$ cat src/rtl/nibble_serial_adder_pkg.sv
// Shared definitions for the nibble-serial adder: FSM state encoding,
// slice width and the index-width helper.
package nibble_serial_adder_pkg;

    localparam int unsigned NIBBLE_W = 4;

    typedef enum logic [1:0] {
        IDLE = 2'd0,
        RUN  = 2'd1,
        DONE = 2'd2
    } state_t;

    // Width of the nibble index: clog2(n), but never less than one bit.
    function automatic int unsigned idx_width(input int unsigned n);
        return (n > 1) ? $clog2(n) : 1;
    endfunction

endpackage

$ cat src/rtl/nibble_serial_adder_if.sv
// Request/result bundle of the nibble-serial adder.
interface nibble_serial_adder_if
    import nibble_serial_adder_pkg::*;
#(
    parameter int unsigned NIBBLES = 4
);
    localparam int unsigned W = NIBBLE_W * NIBBLES;

    logic         start;
    logic [W-1:0] a;
    logic [W-1:0] b;
    logic         ci;
    logic         busy;
    logic         done;
    logic [W-1:0] s;
    logic         co;
    logic         ov;

    modport master (output start, a, b, ci, input busy, done, s, co, ov);
    modport slave  (input start, a, b, ci, output busy, done, s, co, ov);
endinterface

$ cat src/rtl/nibble_serial_adder_rca4.sv
// Existing 4-bit ripple-carry adder, used as the per-nibble datapath.
module nibble_serial_adder_rca4
    import nibble_serial_adder_pkg::*;
(
    input  logic [NIBBLE_W-1:0] i_a,
    input  logic [NIBBLE_W-1:0] i_b,
    input  logic                i_ci,
    output logic [NIBBLE_W-1:0] o_s,
    output logic                o_co
);
    logic [NIBBLE_W:0] w_c;

    // Ripple the carry through four full adders.
    always_comb begin
        w_c    = '0;
        o_s    = '0;
        w_c[0] = i_ci;
        for (int unsigned i = 0; i < NIBBLE_W; i++) begin
            o_s[i]   = i_a[i] ^ i_b[i] ^ w_c[i];
            w_c[i+1] = (i_a[i] & i_b[i]) | (w_c[i] & (i_a[i] ^ i_b[i]));
        end
        o_co = w_c[NIBBLE_W];
    end
endmodule

$ cat src/rtl/nibble_serial_adder.sv
// Wide adder that feeds one nibble per clock through a single 4-bit
// ripple-carry adder, LSB nibble first, keeping the carry in a register.
module nibble_serial_adder
    import nibble_serial_adder_pkg::*;
#(
    parameter int unsigned NIBBLES = 4
)
(
    input  logic                 clk,
    input  logic                 reset,
    nibble_serial_adder_if.slave bus
);
    localparam int unsigned W     = NIBBLE_W * NIBBLES;
    localparam int unsigned IDX_W = idx_width(NIBBLES);

    state_t            r_state;
    state_t            w_state_nxt;
    logic [IDX_W-1:0]  r_idx;
    logic              r_carry;
    logic [W-1:0]      r_a;
    logic [W-1:0]      r_b;
    logic [W-1:0]      r_work;
    logic [W-1:0]      r_s;
    logic              r_co;
    logic              r_ov;

    logic [W-1:0]          w_a_sh;
    logic [W-1:0]          w_b_sh;
    logic [NIBBLE_W-1:0]   w_nib_s;
    logic                  w_nib_co;
    logic [W-1:0]          w_work_nxt;
    logic                  w_last;
    logic                  w_ov;

    assign w_a_sh = r_a >> (NIBBLE_W * r_idx);
    assign w_b_sh = r_b >> (NIBBLE_W * r_idx);
    assign w_last = (r_idx == IDX_W'(NIBBLES - 1));

    nibble_serial_adder_rca4 u_rca4 (
        .i_a  (w_a_sh[NIBBLE_W-1:0]),
        .i_b  (w_b_sh[NIBBLE_W-1:0]),
        .i_ci (r_carry),
        .o_s  (w_nib_s),
        .o_co (w_nib_co)
    );

    // Work word with the current nibble's sum merged in at slot idx.
    always_comb begin
        w_work_nxt = r_work;
        for (int unsigned n = 0; n < NIBBLES; n++) begin
            if (r_idx == IDX_W'(n)) begin
                w_work_nxt[NIBBLE_W*n +: NIBBLE_W] = w_nib_s;
            end
        end
        w_ov = (r_a[W-1] == r_b[W-1]) && (w_work_nxt[W-1] != r_a[W-1]);
    end

    // State register.
    always_ff @(posedge clk) begin
        if (reset) begin
            r_state <= IDLE;
        end else begin
            r_state <= w_state_nxt;
        end
    end

    // Next-state and status outputs.
    always_comb begin
        w_state_nxt = r_state;
        bus.busy    = 1'b0;
        bus.done    = 1'b0;
        case (r_state)
            IDLE: begin
                if (bus.start) begin
                    w_state_nxt = RUN;
                end
            end
            RUN: begin
                bus.busy = 1'b1;
                if (w_last) begin
                    w_state_nxt = DONE;
                end
            end
            DONE: begin
                bus.done    = 1'b1;
                w_state_nxt = IDLE;
            end
            default: w_state_nxt = IDLE;
        endcase
    end

    // Operand latch, per-nibble accumulation and result registers.
    always_ff @(posedge clk) begin
        if (reset) begin
            r_idx   <= '0;
            r_carry <= 1'b0;
            r_a     <= '0;
            r_b     <= '0;
            r_work  <= '0;
            r_s     <= '0;
            r_co    <= 1'b0;
            r_ov    <= 1'b0;
        end else begin
            case (r_state)
                IDLE: begin
                    if (bus.start) begin
                        r_a     <= bus.a;
                        r_b     <= bus.b;
                        r_carry <= bus.ci;
                        r_idx   <= '0;
                    end
                end
                RUN: begin
                    r_work  <= w_work_nxt;
                    r_carry <= w_nib_co;
                    r_idx   <= w_last ? '0 : r_idx + 1'b1;
                    if (w_last) begin
                        r_s  <= w_work_nxt;
                        r_co <= w_nib_co;
                        r_ov <= w_ov;
                    end
                end
                default: ;
            endcase
        end
    end

    assign bus.s  = r_s;
    assign bus.co = r_co;
    assign bus.ov = r_ov;
endmodule

$ cat src/flat_wrapper.sv
// flat-port wrapper written by rule: the top's interface ports become plain ports
module nibble_serial_adder_flat import nibble_serial_adder_pkg::*;
#(
    parameter int unsigned NIBBLES = 4
)
  (clk, reset, bus_start, bus_a, bus_b, bus_ci, bus_busy, bus_done, bus_s, bus_co, bus_ov);
  nibble_serial_adder_if #(.NIBBLES(NIBBLES)) bus_i ();
  input  logic clk;
  input  logic reset;
  input wire logic [$bits(bus_i.start)-1:0] bus_start;
  input wire logic [$bits(bus_i.a)-1:0] bus_a;
  input wire logic [$bits(bus_i.b)-1:0] bus_b;
  input wire logic [$bits(bus_i.ci)-1:0] bus_ci;
  output wire logic [$bits(bus_i.busy)-1:0] bus_busy;
  output wire logic [$bits(bus_i.done)-1:0] bus_done;
  output wire logic [$bits(bus_i.s)-1:0] bus_s;
  output wire logic [$bits(bus_i.co)-1:0] bus_co;
  output wire logic [$bits(bus_i.ov)-1:0] bus_ov;
  assign bus_i.start = bus_start;
  assign bus_i.a = bus_a;
  assign bus_i.b = bus_b;
  assign bus_i.ci = bus_ci;
  assign bus_busy = bus_i.busy;
  assign bus_done = bus_i.done;
  assign bus_s = bus_i.s;
  assign bus_co = bus_i.co;
  assign bus_ov = bus_i.ov;
  nibble_serial_adder #(.NIBBLES(NIBBLES)) u_core (.clk(clk), .reset(reset), .bus(bus_i));
endmodule
$ cat config.mk
export PLATFORM = sky130hd
export DESIGN_NAME = nibble_serial_adder_flat
export DESIGN_NICKNAME = d
export VERILOG_FILES = /design/src/rtl/nibble_serial_adder_pkg.sv /design/src/rtl/nibble_serial_adder_if.sv /design/src/rtl/nibble_serial_adder_rca4.sv /design/src/rtl/nibble_serial_adder.sv /design/src/flat_wrapper.sv
export SDC_FILE = /design/constraint.sdc
export NUM_CORES = 1
export LEC_CHECK = 0
export CORE_MARGIN = 8
export CORE_UTILIZATION = 48
export DETAILED_ROUTE_END_ITERATION = 12
export GPL_ROUTABILITY_DRIVEN = 0
export MAX_ROUTING_LAYER = met4
export PLACE_DENSITY = 0.75
export SLEW_MARGIN = 30
export SYNTH_ARGS = -nofsm -noshare
export SYNTH_HDL_FRONTEND = slang
export SYNTH_SLANG_ARGS = --single-unit
export TNS_END_PERCENT = 5
$ cat constraint.sdc
create_clock -name clk -period 5 [get_ports clk]
set_clock_uncertainty 0.2 [all_clocks]
set_input_delay 1 -clock clk [delete_from_list [all_inputs] [get_ports clk]]
set_output_delay 1 -clock clk [all_outputs]
set_load 0.02 [all_outputs]
==> run summary <==
Row cnt: 28
Routed WL per cell: 13.5 um
Critical path class: register to register
Worst Max-Slew Pin Slew: 0.773 ns
Via count: 2,224
Synth Register Bits: 68
Root buffer cell: clkbuf_8
Share of layout cells above drive strength 1: 10.5%
Yosys top cell area share: 47.2%
Core area: 5850 sq um
Fillers: 511
Pleak: 0.00131 uW
Post-CTS Setup Bufs: 0
First-pass DRT Iterations: 4
Crit path launch type: register
CP Max Fanout: 13
Cells after synthesis: 325
GRT Overall Usage: 15.3%
Final setup fails: 0
Largest area contributor in the netlist: dfxtp_1
Initial Utilization: 49.3%
Clk slew on worst S/H paths: 0.07 ns
Post-Syn Area: 2880 sq um
H-tree levels: 3
Final wirelength: 6000 um
Synth warn: 0
Asr flop ratio synth: 0%
Number of synthesized flops with an enable pin: 0
F_max: 0.263 GHz
Via-to-Cell Ratio: 5.00
CTS tree: done
Period utilisation layout: 76.2%
CP required: 5.00 ns
Status: completed
Top_reg_cell synth: dfxtp_1
Sink Count: 68
# DRC: 0
Die Wd: 93.5 um
CP most frequent cell: fa_1
Mean post-synth cell area: 8.87 sq um
RSZ-0062 raised after global routing: false
Post-route ant nets: 0
Number of distinct library cells after synthesis: 28
Gr ovfl total: 0
1st-iter DRT viols: 67
Total CTS buffers: 9
Final hold vios: 0
Largest net degree at the start of global routing: 51
Port-buffer cells: 55
CP arrival: 3.81 ns
Worst path slowest cell: dfxtp_1
Worst vdd ir: 191 uV
First-pass GRT wire length: 10,300 um
Chip Height: 93.5 um
Number of diodes: 0
Top-Level Pins: 56
Max-cap violations: 0
Top cells by area, synth: dfxtp_1 47%, nand2_1 12%, a21oi_1 6.6%, mux4_2 6.3%, mux2i_1 4.5%
Period minus WS final: 3.81 ns
Crit-path cells: mux4_2, fa_1, inv_1, fa_1, inv_1, fa_1, inv_1, fa_1, a21oi_1, mux2i_1, o21ai_0
Maximum clock insertion buffer count: 2
Hold buffers post-CTS: 0
Mapped Nets: 369
Max stage delay on crit path: 0.71 ns
Nets: 409
P per Cell Area: 327 nW/um^2
Clk_lat worst skew: 0.34 ns
Area grow syn2layout: 25.0%
Initial antenna violation count: 0
Register area share after synthesis: 47.2%
Slew Limit Fails: 0
Worst slew margin: 48.5%
Setup TNS: 0 ns
Hold Crit Class: register to register
Crit end category: register
Vias in the first global route: 2,233
Synth cell count leaders: 90 x nand2_1, 68 x dfxtp_1, 38 x a21oi_1, 17 x nor2_1
Post-cts sizing count: 0
Total power: 1180 uW
Most frequent cell after synthesis: nand2_1
Die area: 8740 sq um
Post-DP HPWL: 4340 um
## through the flow
stage / hold slack [ns] / instance area (sq um) / setup WS, ns / utilization [%] / cells
after CTS: 0.256 / 3600 / 1.14 / 61.6 / 445
final: 0.253 / 3600 / 1.19 / 61.6 / 445
after detailed placement: 0.242 / 3400 / 1.16 / 58.1 / 429
after floorplan: 0.230 / 2880 / 1.46 / - / 325
after global routing: 0.275 / 3600 / 0.922 / 61.6 / 445
after global placement: 0.234 / 3400 / 1.27 / 58.0 / 429
## registers in the layout, indices dropped and copies added (netlist names)
name	count
u_core.bus.co	1
u_core.bus.ov	1
u_core.bus.s	16
u_core.r_a	16
u_core.r_b	16
u_core.r_carry	1
u_core.r_idx	2
u_core.r_state	2
u_core.r_work	13
## cells by family (layout without fill, tap and decap cells)
kind of cell	after synthesis	count (layout)	synth area share, %
fa+ha+maj	8	8	4.51
compound gates	70	70	14.1
buf+inv	39	84	6.60
simple gates	119	119	16.8
mux	21	21	10.8
flops	68	68	47.2
## worst paths after layout
kind,cells after the start,to,slack (ns),from
min reg2reg,2,u_core.r_a[11],0.25,u_core.r_a[11]
max,11,u_core.bus.ov,1.19,u_core.r_idx[0]
max reg2reg,11,u_core.bus.ov,1.19,u_core.r_idx[0]
min,2,u_core.r_a[11],0.25,u_core.r_a[11]
## layout by cell type (no fill, tap or decap), types with 2 or more instances in the layout
cell / count
nand2_1: 89
dfxtp_1: 68
clkdlybuf4s50_1: 55
a21oi_1: 38
nor2_1: 17
o21ai_0: 14
mux2i_1: 13
clkbuf_8: 11
inv_1: 9
o21ai_2: 9
mux4_2: 8
a211oi_1: 6
fa_1: 4
ha_1: 4
a22o_1: 2
nand3_1: 2
and2_0: 2
and2_1: 2
clkinv_2: 2
buf_4: 2
## per-layer routing
metal,up-vias,track usage (%),part of all wire (%)
met5,-,-,0
met1,1004,18.2,46
li1,1148,-,-
met4,0,8.05,2.1
met3,12,3.21,5.1
met2,60,23.7,47
## area by class of cell
class | instances | area [sq um] | share of cell area [%]
Clock buffer | 12 | 155 | 4.31
Sequential cell | 68 | 1360 | 37.8
Tap cell | 75 | 93.8 | 2.61
Timing Repair Buffer | 57 | 566 | 15.7
Multi-Input combinational cell | 218 | 1340 | 37.1
Clock inverter | 4 | 47.5 | 1.32
Inverter | 11 | 43.8 | 1.22
## critical path, delay by kind of cell (launching register included)
family | cells | cell delay (ns)
DFF | 1 | 0.71
AOI/OAI and AO/OA | 2 | 0.31
adders and majority gates | 4 | 1.44
buffers and inverters | 3 | 0.21
muxes | 2 | 0.79
## where the power goes
group          leakage [uW]  switching [uW]  internal [uW]
sequential         0.000554            16.5            564
combinational      0.000654            75.6           68.5
clock              0.000102             199            256
(Power assumes the default switching activity.)
